## src/rtl/uart_arb_pkg.sv

```systemverilog
// Shared definitions for the UART transmit arbiter: FSM states, byte width,
// default inter-message gap and a one-hot to index helper.
package uart_arb_pkg;

  localparam int BYTE_W             = 8;
  localparam int GAP_CYCLES_DEFAULT = 15000;

  typedef enum logic [1:0] {
    IDLE = 2'd0,
    SEND = 2'd1,
    BUSY = 2'd2,
    GAP  = 2'd3
  } arb_state_t;

  // Index of the set bit in a one-hot vector of up to 8 requesters.
  function automatic logic [2:0] onehot_to_idx(input logic [7:0] oh);
    logic [2:0] idx;
    idx = '0;
    for (int i = 0; i < 8; i++) begin
      if (oh[i]) idx = 3'(i);
    end
    return idx;
  endfunction

endpackage

```

## src/rtl/uart_tx_arbiter_rr_pick.sv

```systemverilog
// Combinational requester picker producing a one-hot grant.
// Default build: round-robin, searching upward from ptr with wrap.
// With UART_ARB_FIXED_PRIORITY_EN defined: lowest-index requester wins and
// ptr is ignored.
module rr_pick
  import uart_arb_pkg::*;
#(
  parameter int N_REQ = 2,
  parameter int PTR_W = 1
) (
  input  logic [N_REQ-1:0] req,
  input  logic [PTR_W-1:0] ptr,
  output logic [N_REQ-1:0] gnt
);

`ifdef UART_ARB_FIXED_PRIORITY_EN
  logic ptr_unused;
  assign ptr_unused = ^ptr;

  // Isolate the lowest set bit: plain priority encoder.
  always_comb begin
    gnt = req & (~req + N_REQ'(1));
  end
`else
  logic [2*N_REQ-1:0] req_dbl;
  logic [2*N_REQ-1:0] gnt_dbl;
  logic [N_REQ-1:0]   rot;
  logic [N_REQ-1:0]   rot_gnt;

  // Rotate so ptr sits at bit 0, take the lowest set bit, rotate back.
  always_comb begin
    req_dbl = {req, req} >> ptr;
    rot     = req_dbl[N_REQ-1:0];
    rot_gnt = rot & (~rot + N_REQ'(1));
    gnt_dbl = {rot_gnt, rot_gnt} << ptr;
    gnt     = gnt_dbl[2*N_REQ-1:N_REQ];
  end
`endif

endmodule

```

## src/rtl/uart_tx_arbiter.sv

```systemverilog
// Message-granular arbiter sharing one UART byte transmitter between N_REQ
// byte-stream requesters. A grant is held until the requester's last byte has
// left the transmitter, then an idle gap of GAP_CYCLES clocks is inserted.
// Build option UART_ARB_FIXED_PRIORITY_EN selects fixed lowest-index priority
// instead of round-robin.
module uart_tx_arbiter
  import uart_arb_pkg::*;
#(
  parameter int N_REQ      = 2,
  parameter int GAP_CYCLES = GAP_CYCLES_DEFAULT,
  parameter int GAP_W      = 16
) (
  input  logic                    clk,
  input  logic                    rst,
  input  logic [N_REQ-1:0]        req_valid,
  input  logic [BYTE_W*N_REQ-1:0] req_data,
  input  logic [N_REQ-1:0]        req_last,
  output logic [N_REQ-1:0]        req_ready,
  output logic [BYTE_W-1:0]       tx_word,
  output logic                    tx_start,
  input  logic                    tx_ready,
  output logic [N_REQ-1:0]        grant,
  output logic                    busy
);

  localparam int PTR_W = (N_REQ > 1) ? $clog2(N_REQ) : 1;
  localparam logic [GAP_W-1:0] GAP_LAST = GAP_W'((GAP_CYCLES > 0) ? GAP_CYCLES - 1 : 0);

  arb_state_t         state_reg;
  logic [N_REQ-1:0]   grant_reg;
  logic [N_REQ-1:0]   req_ready_reg;
  logic [BYTE_W-1:0]  tx_word_reg;
  logic               tx_start_reg;
  logic               last_reg;
  logic               first_reg;
  logic [PTR_W-1:0]   rr_ptr_reg;
  logic [GAP_W-1:0]   gap_cnt_reg;

  logic [BYTE_W-1:0]  req_bytes [N_REQ];
  logic [N_REQ-1:0]   pick_gnt;
  logic [BYTE_W-1:0]  sel_byte;
  logic               sel_valid;
  logic               sel_last;

  genvar gi;
  generate
    for (gi = 0; gi < N_REQ; gi++) begin : g_bytes
      assign req_bytes[gi] = req_data[BYTE_W*gi +: BYTE_W];
    end
  endgenerate

  rr_pick #(
    .N_REQ(N_REQ),
    .PTR_W(PTR_W)
  ) u_pick (
    .req(req_valid),
    .ptr(rr_ptr_reg),
    .gnt(pick_gnt)
  );

  // Steer the granted requester's byte, valid and last flag (grant is one-hot).
  always_comb begin
    sel_byte = '0;
    for (int i = 0; i < N_REQ; i++) begin
      if (grant_reg[i]) sel_byte = sel_byte | req_bytes[i];
    end
    sel_valid = |(req_valid & grant_reg);
    sel_last  = |(req_last & grant_reg);
  end

`ifndef UART_ARB_FIXED_PRIORITY_EN
  logic [2:0]       grant_idx;
  logic [PTR_W-1:0] next_ptr;

  // Round-robin pointer moves to the requester after the current owner.
  always_comb begin
    grant_idx = onehot_to_idx(8'(grant_reg));
    next_ptr  = '0;
    if (grant_idx != 3'(N_REQ - 1)) next_ptr = PTR_W'(grant_idx + 3'd1);
  end
`endif

  // Arbiter FSM: pick owner, hand bytes to the transmitter, then idle gap.
  always_ff @(posedge clk) begin
    if (rst) begin
      state_reg     <= IDLE;
      grant_reg     <= '0;
      req_ready_reg <= '0;
      tx_word_reg   <= '0;
      tx_start_reg  <= 1'b0;
      last_reg      <= 1'b0;
      first_reg     <= 1'b0;
      rr_ptr_reg    <= '0;
      gap_cnt_reg   <= '0;
    end else begin
      tx_start_reg  <= 1'b0;
      req_ready_reg <= '0;
      case (state_reg)
        IDLE: begin
          if (|req_valid) begin
            grant_reg <= pick_gnt;
            state_reg <= SEND;
          end
        end
        SEND: begin
          // A stalled owner keeps the grant; there is no timeout.
          if (tx_ready && sel_valid) begin
            tx_word_reg   <= sel_byte;
            last_reg      <= sel_last;
            tx_start_reg  <= 1'b1;
            req_ready_reg <= grant_reg;
            first_reg     <= 1'b1;
            state_reg     <= BUSY;
          end
        end
        BUSY: begin
          // tx_ready only drops after the transmitter has seen tx_start.
          if (first_reg) begin
            first_reg <= 1'b0;
          end else if (tx_ready) begin
            if (last_reg) begin
`ifdef UART_ARB_FIXED_PRIORITY_EN
              rr_ptr_reg <= '0;
`else
              rr_ptr_reg <= next_ptr;
`endif
              grant_reg   <= '0;
              gap_cnt_reg <= '0;
              state_reg   <= (GAP_CYCLES > 0) ? GAP : IDLE;
            end else begin
              state_reg <= SEND;
            end
          end
        end
        GAP: begin
          if (gap_cnt_reg == GAP_LAST) begin
            gap_cnt_reg <= '0;
            state_reg   <= IDLE;
          end else begin
            gap_cnt_reg <= gap_cnt_reg + GAP_W'(1);
          end
        end
        default: state_reg <= IDLE;
      endcase
    end
  end

  assign req_ready = req_ready_reg;
  assign tx_word   = tx_word_reg;
  assign tx_start  = tx_start_reg;
  assign grant     = grant_reg;
  assign busy      = (state_reg != IDLE);

endmodule

```

## config.mk

```make
export PLATFORM = sky130hd
export DESIGN_NAME = uart_tx_arbiter
export DESIGN_NICKNAME = d
export VERILOG_FILES = /design/src/rtl/uart_arb_pkg.sv /design/src/rtl/uart_tx_arbiter_rr_pick.sv /design/src/rtl/uart_tx_arbiter.sv
export SDC_FILE = /design/constraint.sdc
export NUM_CORES = 1
export LEC_CHECK = 0
export CORE_AREA = 4 4 75 77
export CTS_CLUSTER_SIZE = 28
export DETAILED_ROUTE_END_ITERATION = 10
export DIE_AREA = 0 0 79 81
export DONT_BUFFER_PORTS = 1
export PLACE_DENSITY = 0.52
export SYNTH_ARGS = -nofsm -noshare
export SYNTH_HDL_FRONTEND = slang
export SYNTH_SLANG_ARGS = --single-unit
```

## constraint.sdc

```tcl
create_clock -name clk -period 2.35 [get_ports clk]
set_clock_uncertainty 0.15 [all_clocks]
set_input_delay 0.1175 -clock clk [delete_from_list [all_inputs] [get_ports clk]]
set_output_delay 0.1175 -clock clk [all_outputs]
set_load 0.03 [all_outputs]
```

==> impl_metrics.py <==
metrics = {
    "status": {
        "outcome": "complete, no violations",
    },
    "synth": {
        "syn_area_per_cell_um2": 9.078,
        "synth-seq-cells": 34,
        "synthesis.area_mm2": 0.001707,
        "yosysWarnings": 0,
        "seq_area_frac_synth": 0.3988,
        "synth_top_flop_cell": "dfxtp_1",
        "synth_edf_count": 0,
        "synth_nets": 212,
        "async_flop_share": 0,
        "synth_cell_types": 54,
        "syn_inst": 188,
    },
    "critical_path": {
        "crit_buf_inv": 3,
        "cp_top_family": "buffers and inverters",
        "cpMaxStageDelayCell": "dlygate4sd3_1",
        "endpoint_kind": "register",
        "cp_cell_sequence": "inv_2, nor4_2, buf_4, nor2_1, a211oi_1, dlygate4sd3_1",
        "cpPeakStageDelay_ps": 570,
        "required_ps": 2420,
        "start_kind": "register",
        "criticalPathCategory": "reg2reg",
        "cp.arrival_ps": 2280,
        "cp_max_fo": 20,
    },
    "finish": {
        "fin_cells": 277,
        "syn2layout_area_growth_pct": 20.31,
        "final_util": 0.4098,
        "multi_input_area_um2": 919.6,
        "seqCellArea_um2": 680.7,
        "nets": 230,
        "fillers": 514,
        "diodes": 0,
        "drive_above_1_share": 0.1014,
        "largest_reg_flops": 16,
    },
    "drt": {
        "wirelength_um": 4162,
        "drtIter0Drc": 79,
        "first_pass_iters": 4,
        "vias": 1509,
        "drt_drc_violations_left": 0,
        "ant_nets": 0,
        "wire_per_inst_um": 15.03,
        "viasPerCell": 5.448,
    },
    "power_and_ir_drop": {
        "cellPowerDensity_mw_per_mm2": 603.0,
        "p_total_uw": 1238,
        "ir_drop_mv": 0.2790,
        "swShare": 0.2278,
        "seqPwrFrac": 0.489,
        "p_comb_frac": 0.089,
        "p_sw_uw": 282.0,
        "p_clk_frac": 0.422,
        "leakage_uw": 0.0006727,
        "internal_power_uw": 956.1,
    },
    "sta": {
        "fmax_mhz": 453.6,
        "rsz0062_at_grt": "no",
        "timing.final.ws_setup_ps": 145.6,
        "max-slew-margin-rel": 0.3678,
        "tightest_slew_ps": 944.8,
        "final-max-slew-violation-count": 0,
        "finalSetupViolCount": 0,
        "fin_crit_ps": 2204,
        "final.setup.tns_ps": 0,
        "hold_violations": 0,
        "timing.final.crit_share": 0.9381,
    },
    "placed_design": {
        "dpl.cell_count": 248,
        "preCtsSetupSlack_ps": 241.6,
        "port_buffers": 0,
        "gp_congestion": 0.7831,
        "dp_hpwl_um": 2744,
    },
    "die": {
        "die_w_um": 79,
        "fp.coreArea_mm2": 0.005010,
        "die_h_um": 81,
        "start_util": 0.3407,
        "die_area_mm2": 0.006399,
        "fp-row-count": 26,
        "ios": 37,
    },
    "global_route": {
        "track_usage": 0.1409,
        "grt_antenna_before_repair": 0,
        "first_global_vias": 1511,
        "grt_max_degree": 24,
        "grt_overflow": 0,
        "grt_pass1_wl_um": 7182,
    },
    "clocking": {
        "clockRootBuffer": "clkbuf_8",
        "cts.repair.resized": 0,
        "clock_latency_ps": 280,
        "path_clk_slew_ps": 70,
        "clockBufferDepth": 2,
        "htree_num_levels": 2,
        "cts.sinks": 34,
        "cts_tree": "yes",
        "cts_buffers": 5,
    },
    "min_path": {
        "hold_class": "in2reg",
    },
    "flow_run": {
        "drv_cap": 0,
    },
}
-- kinds of logic (layout without fill, tap and decap cells) --
logic type                 count (synthesis)  after routing  synth area share
AOI/OAI and AO/OA                         55             55            0.2412
xor gates and xnor gates                   6              6           0.03080
adders and majority gates                  1              1          0.007330
buffers and inverters                     19             38           0.06597
DFF                                       34             34            0.3988
muxes                                      1              1          0.005865
and+or+nand+nor                           72             72            0.2500
-- cells in the mapped netlist, types with 2 or more instances --
cell type	instances	area [um2]
a211oi_1	9	67.56
a21oi_1	8	40.04
a221o_1	2	20.02
a22oi_1	13	97.59
a32oi_1	2	17.52
a41oi_1	2	17.52
and2_1	5	31.28
and3_1	3	18.77
buf_2	3	15.01
buf_4	4	30.03
buf_6	3	33.78
clkbuf_1	3	11.26
dfxtp_1	34	680.7
inv_1	4	15.01
nand2_1	5	18.77
nand2b_1	3	18.77
nand3_1	5	25.02
nor2_1	24	90.09
nor2b_1	3	18.77
nor3_1	6	30.03
o21ai_0	5	25.02
o31ai_1	4	30.03
or4_1	3	22.52
xnor2_1	3	26.28
xor2_1	3	26.28
-- routing by layer --
layer  vias up  global-route usage  part of all wire
met1       735              0.1708              0.44
li1        734                   -                 -
met4         0             0.03780            0.0048
met2        38              0.2433              0.50
met3         2             0.04213             0.053
met5         -                   0                 0
-- through the flow --
| step | area, um2 | hold slack [ps] |
|---|---|---|
| 3_5_place_dp | 1737 | 45.88 |
| 6_report | 2053 | 30.17 |
| 4_1_cts | 2053 | 4.402 |
| 3_3_place_gp | 1737 | 42.98 |
| 2_1_floorplan | 1707 | 53.83 |
| 5_1_grt | 2053 | 45.06 |
-- area by class of cell --
type,instances,share of cell area
sequential,34,0.3315
clock buffer,7,0.03717
clock inverter,1,0.01463
inverter,5,0.009141
tap,70,0.04266
timing repair buffer,25,0.1170
multi-input combinational,135,0.4479
-- cells in the final DEF (no fill, tap or decap), drive strengths merged, types with 2 or more instances in the layout --
master / synthesis / layout
buf: 11 / 4
and2: 5 / 5
o21ai: 5 / 5
clkbuf: 3 / 7
xor2: 3 / 3
o21bai: 2 / 2
dlygate4sd3: 0 / 21
xnor2: 3 / 3
a22oi: 13 / 13
inv: 5 / 5
dfxtp: 34 / 34
or4: 4 / 4
o31ai: 4 / 4
a21oi: 9 / 9
and4bb: 2 / 2
a221o: 2 / 2
nor2: 24 / 24
a32oi: 2 / 2
and3: 4 / 4
nand2: 5 / 5
nand3: 7 / 7
a41oi: 2 / 2
nor2b: 3 / 3
a211oi: 9 / 9
and4: 2 / 2
nand2b: 3 / 3
nor3: 6 / 6
-- worst paths after layout --
check / end / startpoint / slack [ps] / depth (start not counted)
max: tx_word[3]$_SDFFE_PP0P_ / state_reg[0]$_SDFFE_PP0P_ / 150 / 6
min: gap_cnt_reg[11]$_SDFFE_PP0P_ / rst / 30 / 2
max reg2reg: tx_word[3]$_SDFFE_PP0P_ / state_reg[0]$_SDFFE_PP0P_ / 150 / 6
min reg2reg: gap_cnt_reg[14]$_SDFFE_PP0P_ / gap_cnt_reg[14]$_SDFFE_PP0P_ / 350 / 2
-- power by group through the flow --
stage | logic, uW | registers [uW] | clock network [uW]
after floorplan | 60.1 | 618 | 0
after global placement | 67.2 | 618 | 0
after detailed placement | 69.9 | 618 | 0
after CTS | 108 | 605 | 541
after global routing | 121 | 607 | 557
final | 110 | 605 | 523
-- timing repair --
action | in CTS | in global routing
hold endpoints to repair | 34 | 0
buffers inserted | 0 | 0
hold buffers | 21 | 0
No activity file was read; power rests on OpenSTA's default activity.
